--- src/rtl/crossbar_slave_arbiter_if.sv ---
// crossbar_slave_arbiter_if: bus between two crossbar masters, one slave port and its arbiter
interface crossbar_slave_arbiter_if;
  logic        master_1_req, master_2_req;
  logic [31:0] master_1_addr, master_2_addr;
  logic        master_1_cmd, master_2_cmd;
  logic [31:0] master_1_wdata, master_2_wdata;
  logic        master_1_ack, master_2_ack;
  logic [31:0] master_1_rdata, master_2_rdata;
  logic        slave_req;
  logic [31:0] slave_addr;
  logic        slave_cmd;
  logic [31:0] slave_wdata;
  logic        slave_ack;
  logic [31:0] slave_rdata;
  logic [1:0]  grant;
  logic        err_timeout;
  modport slave (
    input  master_1_req, master_2_req, master_1_addr, master_2_addr,
           master_1_cmd, master_2_cmd, master_1_wdata, master_2_wdata,
           slave_ack, slave_rdata,
    output master_1_ack, master_2_ack, master_1_rdata, master_2_rdata,
           slave_req, slave_addr, slave_cmd, slave_wdata, grant, err_timeout
  );
  modport master (
    output master_1_req, master_2_req, master_1_addr, master_2_addr,
           master_1_cmd, master_2_cmd, master_1_wdata, master_2_wdata,
           slave_ack, slave_rdata,
    input  master_1_ack, master_2_ack, master_1_rdata, master_2_rdata,
           slave_req, slave_addr, slave_cmd, slave_wdata, grant, err_timeout
  );
endinterface

--- src/rtl/crossbar_slave_arbiter.sv ---
// crossbar_slave_arbiter: round-robin per-slave arbiter with transaction latch, release wait and timeout
module crossbar_slave_arbiter #(
  parameter logic        SLAVE_ID = 1'b0,
  parameter int          TIMEOUT  = 16,
  parameter logic [31:0] ERR_DATA = 32'hDEADBEEF
) (
  input logic clk,
  input logic rst,
  crossbar_slave_arbiter_if.slave bus
);
  localparam logic [1:0] IDLE = 2'd0, BUSY = 2'd1, RESP = 2'd2, REL = 2'd3;
  logic [1:0]  r_state, r_grant;
  logic        r_last, r_cmd, r_err;
  logic [7:0]  r_cnt;
  logic [31:0] r_addr, r_wdata, r_rdata1, r_rdata2;
  logic        w_e1, w_e2, w_pick2, w_tmo, w_win_req;
  logic [31:0] w_rd;
  assign w_e1 = bus.master_1_req & (bus.master_1_addr[31] == SLAVE_ID);
  assign w_e2 = bus.master_2_req & (bus.master_2_addr[31] == SLAVE_ID);
  // r_last high means M2 was served last, so M1 wins a tie
  assign w_pick2 = w_e2 & (~w_e1 | ~r_last);
  assign w_tmo = r_cnt == 8'(TIMEOUT - 1);
  assign w_win_req = r_grant[0] ? bus.master_1_req : bus.master_2_req;
  assign w_rd = bus.slave_ack ? bus.slave_rdata : ERR_DATA;
  assign bus.slave_req = r_state == BUSY;
  assign bus.slave_addr = r_addr;
  assign bus.slave_cmd = r_cmd;
  assign bus.slave_wdata = r_wdata;
  assign bus.grant = r_grant;
  assign bus.err_timeout = r_err;
  assign bus.master_1_ack = (r_state == RESP) & r_grant[0];
  assign bus.master_2_ack = (r_state == RESP) & r_grant[1];
  assign bus.master_1_rdata = r_rdata1;
  assign bus.master_2_rdata = r_rdata2;
  always_ff @(posedge clk) begin
    if (rst) begin
      r_state <= IDLE;
      r_grant <= 2'b00;
      r_last <= 1'b1;
      r_cnt <= 8'd0;
      r_cmd <= 1'b0;
      r_addr <= 32'd0;
      r_wdata <= 32'd0;
      r_rdata1 <= 32'd0;
      r_rdata2 <= 32'd0;
      r_err <= 1'b0;
    end else begin
      r_err <= 1'b0;
      case (r_state)
        IDLE: if (w_e1 | w_e2) begin
          r_grant <= w_pick2 ? 2'b10 : 2'b01;
          r_last <= w_pick2;
          r_addr <= w_pick2 ? bus.master_2_addr : bus.master_1_addr;
          r_cmd <= w_pick2 ? bus.master_2_cmd : bus.master_1_cmd;
          r_wdata <= w_pick2 ? bus.master_2_wdata : bus.master_1_wdata;
          r_cnt <= 8'd0;
          r_state <= BUSY;
        end
        BUSY: if (bus.slave_ack | w_tmo) begin
          if (!r_cmd && r_grant[0]) r_rdata1 <= w_rd;
          if (!r_cmd && r_grant[1]) r_rdata2 <= w_rd;
          r_err <= ~bus.slave_ack;
          r_state <= RESP;
        end else r_cnt <= r_cnt + 8'd1;
        RESP: r_state <= REL;
        default: if (!w_win_req) begin
          r_grant <= 2'b00;
          r_state <= IDLE;
        end
      endcase
    end
  end
endmodule

--- src/flat_wrapper.sv ---
// flat-port wrapper written by rule: the top's interface ports become plain ports
module crossbar_slave_arbiter_flat 
#(
  parameter logic        SLAVE_ID = 1'b0,
  parameter int          TIMEOUT  = 16,
  parameter logic [31:0] ERR_DATA = 32'hDEADBEEF
)
  (clk, rst, bus_master_1_req, bus_master_2_req, bus_master_1_addr, bus_master_2_addr, bus_master_1_cmd, bus_master_2_cmd, bus_master_1_wdata, bus_master_2_wdata, bus_slave_ack, bus_slave_rdata, bus_master_1_ack, bus_master_2_ack, bus_master_1_rdata, bus_master_2_rdata, bus_slave_req, bus_slave_addr, bus_slave_cmd, bus_slave_wdata, bus_grant, bus_err_timeout);
  crossbar_slave_arbiter_if bus_i ();
  input logic clk;
  input logic rst;
  input wire logic [$bits(bus_i.master_1_req)-1:0] bus_master_1_req;
  input wire logic [$bits(bus_i.master_2_req)-1:0] bus_master_2_req;
  input wire logic [$bits(bus_i.master_1_addr)-1:0] bus_master_1_addr;
  input wire logic [$bits(bus_i.master_2_addr)-1:0] bus_master_2_addr;
  input wire logic [$bits(bus_i.master_1_cmd)-1:0] bus_master_1_cmd;
  input wire logic [$bits(bus_i.master_2_cmd)-1:0] bus_master_2_cmd;
  input wire logic [$bits(bus_i.master_1_wdata)-1:0] bus_master_1_wdata;
  input wire logic [$bits(bus_i.master_2_wdata)-1:0] bus_master_2_wdata;
  input wire logic [$bits(bus_i.slave_ack)-1:0] bus_slave_ack;
  input wire logic [$bits(bus_i.slave_rdata)-1:0] bus_slave_rdata;
  output wire logic [$bits(bus_i.master_1_ack)-1:0] bus_master_1_ack;
  output wire logic [$bits(bus_i.master_2_ack)-1:0] bus_master_2_ack;
  output wire logic [$bits(bus_i.master_1_rdata)-1:0] bus_master_1_rdata;
  output wire logic [$bits(bus_i.master_2_rdata)-1:0] bus_master_2_rdata;
  output wire logic [$bits(bus_i.slave_req)-1:0] bus_slave_req;
  output wire logic [$bits(bus_i.slave_addr)-1:0] bus_slave_addr;
  output wire logic [$bits(bus_i.slave_cmd)-1:0] bus_slave_cmd;
  output wire logic [$bits(bus_i.slave_wdata)-1:0] bus_slave_wdata;
  output wire logic [$bits(bus_i.grant)-1:0] bus_grant;
  output wire logic [$bits(bus_i.err_timeout)-1:0] bus_err_timeout;
  assign bus_i.master_1_req = bus_master_1_req;
  assign bus_i.master_2_req = bus_master_2_req;
  assign bus_i.master_1_addr = bus_master_1_addr;
  assign bus_i.master_2_addr = bus_master_2_addr;
  assign bus_i.master_1_cmd = bus_master_1_cmd;
  assign bus_i.master_2_cmd = bus_master_2_cmd;
  assign bus_i.master_1_wdata = bus_master_1_wdata;
  assign bus_i.master_2_wdata = bus_master_2_wdata;
  assign bus_i.slave_ack = bus_slave_ack;
  assign bus_i.slave_rdata = bus_slave_rdata;
  assign bus_master_1_ack = bus_i.master_1_ack;
  assign bus_master_2_ack = bus_i.master_2_ack;
  assign bus_master_1_rdata = bus_i.master_1_rdata;
  assign bus_master_2_rdata = bus_i.master_2_rdata;
  assign bus_slave_req = bus_i.slave_req;
  assign bus_slave_addr = bus_i.slave_addr;
  assign bus_slave_cmd = bus_i.slave_cmd;
  assign bus_slave_wdata = bus_i.slave_wdata;
  assign bus_grant = bus_i.grant;
  assign bus_err_timeout = bus_i.err_timeout;
  crossbar_slave_arbiter #(.SLAVE_ID(SLAVE_ID), .TIMEOUT(TIMEOUT), .ERR_DATA(ERR_DATA)) u_core (.clk(clk), .rst(rst), .bus(bus_i));
endmodule
--- config.mk ---
export PLATFORM = sky130hd
export DESIGN_NAME = crossbar_slave_arbiter_flat
export DESIGN_NICKNAME = d
export VERILOG_FILES = /design/src/rtl/crossbar_slave_arbiter_if.sv /design/src/rtl/crossbar_slave_arbiter.sv /design/src/flat_wrapper.sv
export SDC_FILE = /design/constraint.sdc
export NUM_CORES = 1
export LEC_CHECK = 0
export ABC_AREA = 1
export BUFFER_PORTS_ARGS = -buffer_cell sky130_fd_sc_hd__buf_2
export CORE_AREA = 2 2 119 121
export DETAILED_ROUTE_END_ITERATION = 16
export DIE_AREA = 0 0 121 123
export GPL_ROUTABILITY_DRIVEN = 0
export PLACE_DENSITY = 0.88
export REMOVE_ABC_BUFFERS = 1
export SLEW_MARGIN = 20
export SYNTH_ARGS = -nofsm -noshare
export SYNTH_HDL_FRONTEND = slang
export SYNTH_SLANG_ARGS = --single-unit
--- constraint.sdc ---
create_clock -name clk -period 2.1 [get_ports clk]
set_input_delay 0 -clock clk [delete_from_list [all_inputs] [get_ports clk]]
set_output_delay 0 -clock clk [all_outputs]
set_load 0.01 [all_outputs]
### Word-level counts from Yosys, hierarchy flattened

Cells that the tools add are included.

| cells by class | value |
|---|---|
| $add $sub $neg | 1 |
| equal/unequal tests | 8 |
| mux-type cells | 15 |
| bitwise gates (word level) | 16 |
| reductions and logical operators | 13 |

Operators with widths:

| kind | count |
|---|---|
| $mux W32 | 3 |
| $mux W8 | 2 |
| $pmux W8 S2 | 1 |
| $reduce_and A3 Y1 | 5 |
| $mux W2 | 5 |
| $add A8 B1 Y8 const B | 1 |
| $eq A8 B4 Y1 const B | 1 |
| $not A1 Y1 | 8 |
| $pmux W2 S3 | 1 |
| $and A1 B1 Y1 | 5 |
| $ne A2 B1 Y1 const B | 2 |
| $ne A2 B2 Y1 const B | 2 |
| $ne A4 B4 Y1 const B | 1 |
| $pmux W2 S2 | 1 |
| $or A1 B1 Y1 | 3 |
| $reduce_or A3 Y1 | 1 |
| $eq A2 B1 Y1 const B | 1 |
| $eq A2 B2 Y1 const B | 1 |
| $logic_and A1 B1 Y1 | 2 |
| $logic_not A2 Y1 | 1 |
| $mux W1 | 2 |
| $reduce_and A2 Y1 | 1 |
| $reduce_bool A2 Y1 | 1 |
| $reduce_or A2 Y1 | 1 |
| $logic_not A1 Y1 | 1 |

| storage, ports and cells | value |
|---|---|
| flip-flop bits (word level) | 143 |
| output and inout bits | 135 |
| logic and storage cells | 63 |

### Depth between registers and ports, before layout

| depth | value |
|---|---|
| word-level depth | 8 |
| mapped depth | 11 |
| gate-level depth less buffers | 10 |

### Least setup slack after synthesis

OpenSTA, ideal clock, no wires.

| timing path | value |
|---|---|
| path kind | register to register |
| from | register u_core.r_state[1] |
| to | register u_core.r_cnt[5] |
| data arrival time | 1.426 ns |
| required time | 1.988 ns |
| slack | 0.562 ns |
| stages on the path, launching flop included | 10 |
| path buffers | 2 |
| cell sequence | dfxtp_1 inv_1 ha_1 buf_4 inv_1 o21ai_0 buf_2 nand3_1 nand2_1 nor2_1 |

| between the ends | value |
|---|---|
| longest elaborated chain between the ends | 3 |

RTL lines:

| what | RTL line | RTL |
|---|---|---|
| start: declaration | crossbar_slave_arbiter.sv:12 | `logic [1:0] r_state, r_grant;` |
| start signal: assignment | crossbar_slave_arbiter.sv:37 | `r_state <= IDLE;` |
| start signal: assignment | crossbar_slave_arbiter.sv:57 | `r_state <= BUSY;` |
| start signal: assignment | crossbar_slave_arbiter.sv:63 | `r_state <= RESP;` |
| $eq A2 B1 Y1 (*) | n/a |  |
| named net bus_slave_req | flat_wrapper.sv:26 | `output wire logic [$bits(bus_i.slave_req)-1:0] bus_slave_req;` |
| $ne A2 B2 Y1 (no source line) / $reduce_bool A2 Y1 (equally long branches) | n/a |  |
| $reduce_and A3 Y1 (no source line) | n/a |  |
| end signal: assignment | crossbar_slave_arbiter.sv:64 | `end else r_cnt <= r_cnt + 8'd1;` |
| end: declaration | crossbar_slave_arbiter.sv:14 | `logic [7:0] r_cnt;` |

The timed path passes the listed nets; every way through them passes the cells marked *.
A chain may end at the register's enable or synchronous reset.

### Final worst setup path

| timing path | value |
|---|---|
| from | register u_core.r_state[0] |
| to | register u_core.r_wdata[25], in the netlist u_core.bus.slave_wdata[25] |

| between the ends | value |
|---|---|
| longest elaborated chain between the ends | 2 |

RTL lines:

| what | RTL line | RTL |
|---|---|---|
| $logic_not A2 Y1 | crossbar_slave_arbiter.sv:49 | `case (r_state)` |
| $reduce_and A2 Y1 (no source line) | n/a |  |
| end signal: assignment | crossbar_slave_arbiter.sv:55 | `r_wdata <= w_pick2 ? bus.master_2_wdata : bus.master_1_wdata;` |
| end: declaration | crossbar_slave_arbiter.sv:15 | `logic [31:0] r_addr, r_wdata, r_rdata1, r_rdata2;` |

Every way passes these cells.

==> run_results.csv <==
group,metric,value,unit
die,start_util,45.8,%
drt,ant_nets,0,
die,io_pins,302,
die,die_w,121,um
sta,timing.final.crit_share,92.7,%
power_and_ir_drop,netSwitchingFraction,37.8,%
power_and_ir_drop,pwr-share-seq,35.7,%
cts,clk_latency,0.41,ns
status,status,"complete, no violations",
synth,synth_area,6240,um^2
cells_and_area,n_antenna_cell,0,
synth,synth_compound_area_share,12.8,%
synth,ys_types,24,
global_routing,grt_pass1_vias,7864,
drt,wirelength,27400,um
cts,cts_htree_levels,4,
critical_path,rr_worst_depth,8,
cts,cts_root_buffer,"clkbuf_16",
hold_path,min_path_cells,4,
global_routing,grtUsageMet3,9.27,%
hold_path,min_from,"bus_slave_rdata[6]",
drt,drtIter0Drc,1230,
power_and_ir_drop,p_leak,4.34,nW
hold_path,min_to,"u_core.bus.master_2_rdata[6]",
synth,synth_fa_ha_area_share,1.00,%
sta,tightest_slew,0.674,ns
drt,wl_per_cell,19.1,um
sta,maxSlewViolCount,0,
cells_and_area,nNetsFinal,1412,
synth,synth-seq-area-share,45.9,%
synth,ys_seq_elements,143,
cts,cts_buffers,17,
critical_path,start_kind,"flop",
critical_path,crit_required,2.45,ns
power_and_ir_drop,clkPwrFrac,31.3,%
drt,drtPass1Iterations,9,
hold_path,worstHoldPathType,"input pin to flop",
die,die_h,123,um
global_routing,antenna_found_initial,0,
cts,clkTransAtPathRegs,0.06,ns
place,dpl_worst_slack,0.392,ns
flow_run,cap_violations,0,
global_routing,grt_first_pass_wirelength,40700,um
synth,synthXorXnorAreaFrac,0,%
cts,cts.sinks,143,
critical_path,cp.arrival,2.29,ns
power_and_ir_drop,power_density,941,nW/um^2
sta,max_freq,0.514,GHz
synth,muxShareOfSynthArea,0,%
sta,slew_headroom,55.1,%
drt,num_vias,8438,
cells_and_area,area_growth,56.5,%
power_and_ir_drop,irDropWorstVdd,561,uV
global_routing,grt.total_usage,34.7,%
critical_path,reg2reg_slack,0.15,ns
cells_and_area,drive_gt1_share,31.0,%
power_and_ir_drop,p_total,9.19,mW
global_routing,grt_max_degree,135,
global_routing,use_met2,54.2,%
sta,rsz0062_at_grt,"no",
critical_path,critPathCaptureType,"flop",
drt,drc_errors,0,
power_and_ir_drop,p_switching,3.47,mW
power_and_ir_drop,pwr-share-comb,33.0,%
place,place_inst,1263,
critical_path,cpPeakStageDelay,0.56,ns
critical_path,worst_r2r_endpoint,"u_core.bus.slave_wdata[25]",
synth,synth_area_per_cell,7.41,um^2
synth,synth_simple_gate_area_share,32.2,%
die,core_area,13600,um^2
sta,setup_viol,0,
critical_path,worstReg2RegStart,"u_core.r_state[0]",
die,die_area,14900,um^2
cells_and_area,stdcell_count,1433,
drt,via_per_inst,5.89,
critical_path,crit_path_max_fanout,32,
critical_path,cpMaxStageDelayCell,"dlygate4sd3_1",
global_routing,gr-total-overflow,0,
place,port_buffers,301,
die,rows,43,
sta,period_minus_slack,1.95,ns
cts,cts_tree,"yes",
critical_path,setup.worst_path.class,"flop to flop",
global_routing,use_met1,41.4,%
power_and_ir_drop,intPower,5.72,mW
critical_path,path_cells,"inv_1 > ha_2 > nand2_2 > inv_2 > buf_12 > nand3_1 > a31oi_1 > dlygate4sd3_1",
global_routing,grt_busiest_layer,"met2",
synth,postSynthCellCount,842,
sta,setup_slack,0.153,ns
synth,synth_warnings,0,
place,dp_hpwl,14000,um
sta,clock_skew,0.0105,ns
sta,finalHoldViolations,0,
synth,synth_top_family_by_area,"simple AND/OR/NAND/NOR gates",
cts,cts.path.max_buffers,2,
[final cells by class]
type | count | area (um^2)
flip-flops and latches | 143 | 2860
well taps | 180 | 225
repair buffers | 454 | 3090
clock buffers | 18 | 439
clock inverters | 14 | 126
multi-input cells | 591 | 2900
fillers | 909 | 3840
inverters | 33 | 124
[worst max-delay path, delay by kind of cell (launching register included)]
kind	cells	cell delay, ns
buffers and inverters	4	0.98
AOI/OAI and AO/OA	1	0.13
and+or+nand+nor	2	0.22
adders and majority gates	1	0.23
DFF	1	0.34
[per-stage QoR]
step	area [um^2]	util (%)	hold slack, ns	setup TNS [ns]
6_report	9770	71.8	0.0264	0
3_3_place_gp	7790	57.2	0.272	0
3_5_place_dp	7790	57.2	0.279	0
5_1_grt	9770	71.8	0.0337	0
2_1_floorplan	5860	-	0.0691	-198.01
4_1_cts	9730	71.5	0.00502	0
[cells in the mapped netlist, drive strengths merged]
library cell,count,area (um^2)
ha,5,62.6
o21ai,4,20.0
nand4,65,407
clkinv,2,7.51
buf,43,260
nand2,241,910
clkbuf,32,120
a31oi,64,400
dfxtp,143,2860
inv,31,116
nor2,28,108
nor3,1,5.00
a211o,1,8.76
o21bai,2,15.0
or2,26,163
a21oi,71,355
nand3,83,420
[routing by layer]
metal	part of all wire, %	wire length [um]
met5	0	0
met4	7.3	2000
met3	12	3330
met2	45	12200
met1	36	9810
[power by group through the flow]
stage,Clock (mW),Combinational [mW],Sequential (mW)
after global routing,3.03,3.25,3.30
after detailed placement,0,2.52,3.28
final,2.88,3.03,3.28
after floorplan,0,1.34,3.38
after CTS,2.90,2.73,3.23
after global placement,0,2.49,3.26
[state kept, by name, summed over array words and instances (netlist names)]
signal,count
u_core.r_state,2
u_core.bus.grant,2
u_core.bus.master_2_rdata,32
u_core.bus.slave_wdata,32
u_core.bus.master_1_rdata,32
u_core.bus.err_timeout,1
u_core.r_last,1
u_core.bus.slave_cmd,1
u_core.r_cnt,8
u_core.bus.slave_addr,32
[placed cells by master (no fill, tap or decap), types with 24 or more instances in the layout]
cell / count
buf_2: 300
nand2_1: 237
a21oi_1: 71
inv_1: 28
dfxtp_1: 143
dlygate4sd3_1: 137
or2_2: 26
a31oi_1: 64
nor2_1: 24
nand3_1: 82
nand4_1: 65
[how the worst max path moves through the flow]
stage / start / endpoint / slack (ns) / depth (start not counted)
after detailed placement: u_core.r_cnt[1] / u_core.r_cnt[1] / 0.39 / 10
after global placement: u_core.r_cnt[0] / u_core.r_cnt[1] / 0.45 / 10
after global routing: u_core.r_state[0] / u_core.bus.slave_wdata[25] / 0.01 / 8
after floorplan: u_core.r_last / u_core.bus.slave_addr[0] / -1.75 / 5
final: u_core.r_state[0] / u_core.bus.slave_wdata[25] / 0.15 / 8
after CTS: u_core.r_state[0] / u_core.bus.slave_wdata[25] / 0.06 / 8
[kinds of logic (layout without fill, tap and decap cells)]
| group | after synthesis | in the layout |
|---|---|---|
| fa+ha+maj | 5 | 5 |
| flops | 143 | 143 |
| simple gates | 444 | 444 |
| buf+inv | 108 | 519 |
| compound gates | 142 | 142 |
[repair_timing]
| action | CTS | global route |
|---|---|---|
| endpoints found under the hold margin | 81 | 0 |
| hold buffers | 137 | 0 |
| setup buffers | 0 | 0 |
| setup endpoints to repair | 0 | 2 |
| gates resized for setup | 0 | 4 |
No activity file was read; power rests on OpenSTA's default activity.
